File: config.mk
export PLATFORM = sky130hd
export DESIGN_NAME = vga_pixel_feeder_flat
export DESIGN_NICKNAME = d
export VERILOG_FILES = /design/src/rtl/vga_pixel_feeder_if.sv /design/src/rtl/vga_pixel_feeder.sv /design/src/flat_wrapper.sv
export SDC_FILE = /design/constraint.sdc
export NUM_CORES = 1
export LEC_CHECK = 0
export BUFFER_PORTS_ARGS = -buffer_cell sky130_fd_sc_hd__buf_2
export CAP_MARGIN = 40
export CORE_MARGIN = 5
export CORE_UTILIZATION = 52
export DETAILED_ROUTE_END_ITERATION = 10
export PLACE_DENSITY_LB_ADDON = 0.25
export RECOVER_POWER = 50
export SYNTH_ARGS = -nofsm -noshare
export SYNTH_HDL_FRONTEND = slang
export SYNTH_SLANG_ARGS = --single-unit
File: constraint.sdc
create_clock -name clk_50 -period 2.5 [get_ports clk_50]
set_clock_uncertainty 0.2 [all_clocks]
set_input_delay 0.375 -clock clk_50 [delete_from_list [all_inputs] [get_ports clk_50]]
set_output_delay 0.375 -clock clk_50 [all_outputs]
set_load 0.005 [all_outputs]
File: src/rtl/vga_pixel_feeder_if.sv
// Byte-stream handshake into the VGA pixel feeder.
// The source drives in_data/in_valid. The feeder answers with in_ready.
interface vga_pixel_feeder_if;
  logic [7:0] in_data;
  logic       in_valid;
  logic       in_ready;

  modport master (output in_data, output in_valid, input in_ready);
  modport slave  (input in_data, input in_valid, output in_ready);
endinterface

File: src/rtl/vga_pixel_feeder.sv
// Packs byte pairs into 12-bit RGB codes and strobes them into the VGA framebuffer with shaped addInput pulses.
// Optional malformed-pair rejection and counting is compiled in with `define BYTE_CHECK_EN.
module vga_pixel_feeder #(
  parameter int PW       = 40,
  parameter int PH       = 30,
  parameter int PULSE_HI = 2,
  parameter int PULSE_LO = 2,
  parameter int CLR_LEN  = 2
) (
  input  logic                clk_50,
  input  logic                reset_n,
  vga_pixel_feeder_if.slave   stream,
  input  logic                frame_sync,
  output logic                addInput,
  output logic [11:0]         rgbCode,
  output logic                map_reset,
  output logic [10:0]         pix_index,
  output logic                frame_done,
  output logic [7:0]          err_cnt
);

  localparam int NPIX  = PW * PH;
  localparam int CMAX0 = (PULSE_HI > PULSE_LO) ? PULSE_HI : PULSE_LO;
  localparam int CMAX  = (CMAX0 > CLR_LEN) ? CMAX0 : CLR_LEN;
  localparam int CW    = $clog2(CMAX + 1);

  localparam logic [CW-1:0] HI_LAST  = CW'(PULSE_HI - 1);
  localparam logic [CW-1:0] LO_LAST  = CW'(PULSE_LO - 1);
  localparam logic [CW-1:0] CLR_LAST = CW'(CLR_LEN - 1);
  localparam logic [10:0]   LAST_PIX = 11'(NPIX - 1);

  if (PULSE_HI < 1 || PULSE_LO < 1 || CLR_LEN < 1) begin : g_bad_param
    $error("vga_pixel_feeder: PULSE_HI, PULSE_LO and CLR_LEN must be >= 1");
  end
  if (NPIX > 2048) begin : g_bad_size
    $error("vga_pixel_feeder: PW*PH does not fit the 11-bit pixel index");
  end

  typedef enum logic [2:0] {S_B0, S_B1, S_HI, S_LO, S_CLR} state_t;

  state_t        state_q,  state_d;
  logic [CW-1:0] cnt_q,    cnt_d;
  logic [7:0]    rg_q,     rg_d;
  logic [11:0]   rgb_q,    rgb_d;
  logic          add_q,    add_d;
  logic          mrst_q,   mrst_d;
  logic [10:0]   pix_q,    pix_d;
  logic          fdone_q,  fdone_d;
  logic          rdy_en_q, rdy_en_d;
  logic [7:0]    err_q,    err_d;

  logic in_ready_w;
  logic accept;
  logic drop;

  // rdy_en_q keeps in_ready low during reset and for the first edge after release.
  assign in_ready_w = rdy_en_q && !frame_sync && (state_q == S_B0 || state_q == S_B1);
  assign accept     = in_ready_w && stream.in_valid;

`ifdef BYTE_CHECK_EN
  assign drop = |stream.in_data[7:4];
`else
  assign drop = 1'b0;
`endif

  always_comb begin
    state_d  = state_q;
    cnt_d    = cnt_q;
    rg_d     = rg_q;
    rgb_d    = rgb_q;
    add_d    = add_q;
    mrst_d   = mrst_q;
    pix_d    = pix_q;
    fdone_d  = 1'b0;
    rdy_en_d = 1'b1;
    err_d    = err_q;

    if (frame_sync) begin
      // Sync overrides everything. A held sync keeps restarting the clear window.
      state_d = S_CLR;
      cnt_d   = '0;
      add_d   = 1'b0;
      pix_d   = '0;
      mrst_d  = 1'b1;
    end else begin
      case (state_q)
        S_B0: begin
          if (accept) begin
            rg_d    = stream.in_data;
            state_d = S_B1;
          end
        end
        S_B1: begin
          if (accept) begin
            if (drop) begin
              state_d = S_B0;
              if (err_q != 8'hFF) err_d = err_q + 8'd1;
            end else begin
              rgb_d   = {rg_q, stream.in_data[3:0]};
              add_d   = 1'b1;
              cnt_d   = '0;
              state_d = S_HI;
            end
          end
        end
        S_HI: begin
          if (cnt_q == HI_LAST) begin
            add_d   = 1'b0;
            cnt_d   = '0;
            state_d = S_LO;
          end else begin
            cnt_d = cnt_q + 1'b1;
          end
        end
        S_LO: begin
          if (cnt_q == LO_LAST) begin
            cnt_d   = '0;
            state_d = S_B0;
            if (pix_q == LAST_PIX) begin
              pix_d   = '0;
              fdone_d = 1'b1;
            end else begin
              pix_d = pix_q + 11'd1;
            end
          end else begin
            cnt_d = cnt_q + 1'b1;
          end
        end
        S_CLR: begin
          if (cnt_q == CLR_LAST) begin
            mrst_d  = 1'b0;
            cnt_d   = '0;
            state_d = S_B0;
          end else begin
            cnt_d = cnt_q + 1'b1;
          end
        end
        default: begin
          state_d = S_B0;
          cnt_d   = '0;
          add_d   = 1'b0;
          mrst_d  = 1'b0;
        end
      endcase
    end
  end

  always_ff @(posedge clk_50 or negedge reset_n) begin
    if (!reset_n) begin
      state_q  <= S_B0;
      cnt_q    <= '0;
      rg_q     <= '0;
      rgb_q    <= '0;
      add_q    <= 1'b0;
      mrst_q   <= 1'b0;
      pix_q    <= '0;
      fdone_q  <= 1'b0;
      rdy_en_q <= 1'b0;
    end else begin
      state_q  <= state_d;
      cnt_q    <= cnt_d;
      rg_q     <= rg_d;
      rgb_q    <= rgb_d;
      add_q    <= add_d;
      mrst_q   <= mrst_d;
      pix_q    <= pix_d;
      fdone_q  <= fdone_d;
      rdy_en_q <= rdy_en_d;
    end
  end

`ifdef BYTE_CHECK_EN
  always_ff @(posedge clk_50 or negedge reset_n) begin
    if (!reset_n) err_q <= '0;
    else          err_q <= err_d;
  end
`else
  assign err_q = '0;
`endif

  assign stream.in_ready = in_ready_w;
  assign addInput        = add_q;
  assign rgbCode         = rgb_q;
  assign map_reset       = mrst_q;
  assign pix_index       = pix_q;
  assign frame_done      = fdone_q;
  assign err_cnt         = err_q;

endmodule

File: src/flat_wrapper.sv
// flat-port wrapper written by rule: the top's interface ports become plain ports
module vga_pixel_feeder_flat 
#(
  parameter int PW       = 40,
  parameter int PH       = 30,
  parameter int PULSE_HI = 2,
  parameter int PULSE_LO = 2,
  parameter int CLR_LEN  = 2
)
  (clk_50, reset_n, frame_sync, addInput, rgbCode, map_reset, pix_index, frame_done, err_cnt, stream_in_data, stream_in_valid, stream_in_ready);
  vga_pixel_feeder_if stream_i ();
  input  logic clk_50;
  input  logic reset_n;
  input  logic frame_sync;
  output logic addInput;
  output logic [11:0] rgbCode;
  output logic map_reset;
  output logic [10:0] pix_index;
  output logic frame_done;
  output logic [7:0] err_cnt;
  input wire logic [$bits(stream_i.in_data)-1:0] stream_in_data;
  input wire logic [$bits(stream_i.in_valid)-1:0] stream_in_valid;
  output wire logic [$bits(stream_i.in_ready)-1:0] stream_in_ready;
  assign stream_i.in_data = stream_in_data;
  assign stream_i.in_valid = stream_in_valid;
  assign stream_in_ready = stream_i.in_ready;
  vga_pixel_feeder #(.PW(PW), .PH(PH), .PULSE_HI(PULSE_HI), .PULSE_LO(PULSE_LO), .CLR_LEN(CLR_LEN)) u_core (.clk_50(clk_50), .reset_n(reset_n), .stream(stream_i), .frame_sync(frame_sync), .addInput(addInput), .rgbCode(rgbCode), .map_reset(map_reset), .pix_index(pix_index), .frame_done(frame_done), .err_cnt(err_cnt));
endmodule
==> results.yml <==
run_status:
  status: "finished, final reports clean"
synth:
  synth_seq_cells: 40
  synth.largest_area_cell: "dfrtp_1"
  yosysWarnings: 0
  synth_cell_types: 41
  avgSynthCellArea_sq_um: 11.41
  synth_area_leaders: "dfrtp_1 54%, mux2_2 12%, buf_4 3.2%"
  synth_area_sq_um: 1871
  yosysSeqAreaShare: 0.5351
  netlist_instances: 164
  synth_top_area_share: 0.5351
pwr:
  switching_share: 0.2320
  power_density_nw_per_um2: 624.2
  p_sw_uw: 313.9
  p_comb_frac: 0.100
  power_frac_clock: 0.353
  ir_worst_vdd_mv: 0.4606
  p_leak_nw: 1.062
  seqPwrFrac: 0.547
  internal-power_mw: 1.039
floorplanning:
  ios: 47
  die_area_sq_um: 4897
  die_w_um: 69.98
  rows: 21
  core_area_sq_um: 3416
  initial_utilization: 0.5476
  die_y_um: 69.98
finish:
  fillers: 271
  finalNetCount: 217
  instances_no_fill: 251
  final_area_sq_um: 2167
  multi_input_area_sq_um: 798.3
  syn_to_final_growth_pct: 15.85
  seq_area_sq_um: 1001
  n_antenna_cell: 0
  final_util: 0.6344
  drive_gt1_frac: 0.3317
drt:
  drtAntennaViolNets: 0
  vias: 1421
  drt-wirelength-per-cell_um: 15.69
  first_pass_iters: 4
  vias_per_cell: 5.661
  wl_um: 3937
  drtIter0Drc: 133
  drc_errors: 0
timing:
  setup_tns_ps: 0
  period_needed_ps: 2229
  slew_headroom: 0.4134
  rsz0062_at_grt: "false"
  slew_violations: 0
  worst_pin_slew_ps: 879.9
  fmax_ghz: 0.4486
  setup_viol_count_final: 0
  hold_viol_final: 0
  worst_hold_slack_ps: 54.44
  post-route-period-util: 0.8916
worst_setup_path:
  critPathRequiredTime_ps: 2550
  arrival_ps: 2280
  start_kind: "register"
  max_stage_delay_ps: 550
  cp_slowest_cell: "or4b_4"
  path_delay_family: "simple AND/OR/NAND/NOR gates"
  crit_chain: "or4b_4 > nor4_4 > nor2_2 > a221o_1"
  end_kind: "register"
  cp_num_buf_inv: 0
  worstSetupPathType: "reg2reg"
  cp_max_fo: 8
grt:
  globalRouteOverflowTotal: 0
  grt_busiest_layer: "met2"
  grt_use_total: 0.1665
  met2_usage: 0.2760
  met3_usage: 0.06456
  grt_pass1_vias: 1393
  use_met1: 0.1996
  grt_pass1_wl_um: 6513
  grt_max_degree: 25
  antenna_found_initial: 0
job:
  drv_cap: 0
clocking:
  clk_latency_ps: 350
  numClockSinks: 40
  htree_levels: 2
  cts_buffers: 5
  cts-root-buf: "clkbuf_4"
  clock_path_buffers: 2
  clk_pin_slew_ps: 120
  cts_resized: 0
  cts_tree: "yes"
place:
  placedCellCount: 242
  placed_area_sq_um: 2090
  port-buffer-count: 38
  hpwl_um: 2829
  globalplace.congestion: 0.8491
worst_hold_path:
  hp-class: "in2reg"
[sequential cells by signal, summed over array words and instances, names as in the netlist]
signal / cells
u_core.rgbCode: 12
u_core.pix_index: 11
u_core.rg_q: 8
u_core.state_q: 3
u_core.cnt_q: 2
u_core.addInput: 1
u_core.frame_done: 1
u_core.map_reset: 1
u_core.rdy_en_q: 1
[cell families (layout without fill, tap and decap cells)]
group / count (synthesis) / count (layout) / synth area share
flip-flops: 40 / 40 / 0.5351
other: 2 / 9 / 0.004015
adder cells (fa/ha/maj): 1 / 1 / 0.006688
XOR/XNOR: 2 / 2 / 0.009366
AO/OA/AOI/OAI: 29 / 29 / 0.1070
multiplexers: 21 / 21 / 0.1258
buffers and inverters: 17 / 51 / 0.05217
AND/OR/NAND/NOR: 52 / 52 / 0.1599
[what timing repair did]
action,CTS,global route
setup endpoints to repair,0,0
hold endpoints to repair,16,0
hold buffers,1,0
buffers inserted,0,0
[path summary, 6_finish.rpt]
check                                          from                   end  slack (ps)  depth (start not counted)
worst max-delay path            u_core.pix_index[4]  u_core.pix_index[10]         270                          4
worst min-delay path              stream_in_data[4]        u_core.rg_q[4]          50                          2
worst max register to register  u_core.pix_index[4]  u_core.pix_index[10]         270                          4
worst min register to register    u_core.rgbCode[3]     u_core.rgbCode[3]         310                          1
max in group asynchronous                   reset_n     u_core.state_q[2]         570                          3
min in group asynchronous                   reset_n   u_core.pix_index[5]         440                          2
[layout make-up]
| cell class | count | area share |
|---|---|---|
| inverters | 2 | 0.003464 |
| repair buffers | 41 | 0.09584 |
| multi-input cells | 114 | 0.3684 |
| well taps | 46 | 0.02656 |
| clock buffers | 7 | 0.03002 |
| flip-flops and latches | 40 | 0.4619 |
| clock inverters | 1 | 0.01386 |
[worst reg2reg max path: stages, from the launching register on]
cell,delay (ps)
dfrtp_1,470
or4b_4,550
nor4_4,490
nor2_2,100
a221o_1,320
[synth_stat cells, drive strengths merged]
cell and instances:
xnor2 1, conb 2, mux2i 1, a31oi 1, or4b 1, nor4b 1, buf 11, o22a 1
or4 3, ha 1, nand4b 1, a21o 1, nand2b 1, o211ai 1, clkbuf 4, o311ai 2
and4b 1, or2 1, nor4 5, a221o 1, a211oi 1, nor2 10, inv 2, a22o 2
nand3 6, nor3 7, o211a 1, o21a 4, dfrtp 40, nand4 2, nor2b 2, o21ai 5
o31ai 3, mux2 20, a21oi 6, or3 2, nand2 9, xor2 1
[stage by stage]
step | total power [mW] | setup WS, ps
6_report | 1.353 | 270.9
5_1_grt | 1.419 | 202.4
4_1_cts | 1.369 | 290.5
3_5_place_dp | 0.8899 | 319.5
3_3_place_gp | 0.8717 | 367.7
2_1_floorplan | 0.8361 | 427.5
[metal layers]
metal | share of wire | vias up
met5 | 0 | -
met4 | 0.0079 | 0
met3 | 0.076 | 4
met2 | 0.50 | 62
met1 | 0.41 | 691
li1 | - | 664
[power groups by stage]
| stage | registers, mW | clock network, mW | logic, mW |
|---|---|---|---|
| final | 0.740 | 0.477 | 0.136 |
| after global routing | 0.749 | 0.519 | 0.151 |
| after CTS | 0.740 | 0.486 | 0.142 |
| after detailed placement | 0.751 | 0 | 0.139 |
| after global placement | 0.745 | 0 | 0.127 |
| after floorplan | 0.742 | 0 | 0.0940 |
[layout by cell type, fill, tap and decap left out, types with 2 or more instances in the layout]
| cell type | count |
|---|---|
| o21a_1 | 4 |
| or4_1 | 3 |
| nand3_1 | 6 |
| inv_1 | 2 |
| o311ai_0 | 2 |
| nor2b_1 | 2 |
| conb_1 | 9 |
| o31ai_1 | 3 |
| clkbuf_4 | 5 |
| mux2_2 | 20 |
| or3_1 | 2 |
| o21ai_0 | 5 |
| nor4_1 | 4 |
| a21oi_1 | 6 |
| nor3_1 | 7 |
| clkbuf_1 | 4 |
| nand4_1 | 2 |
| clkbuf_8 | 2 |
| buf_2 | 34 |
| a22o_1 | 2 |
| nand2_1 | 9 |
| nor2_1 | 9 |
| dfrtp_1 | 40 |
No activity file was read; power rests on OpenSTA's default activity.
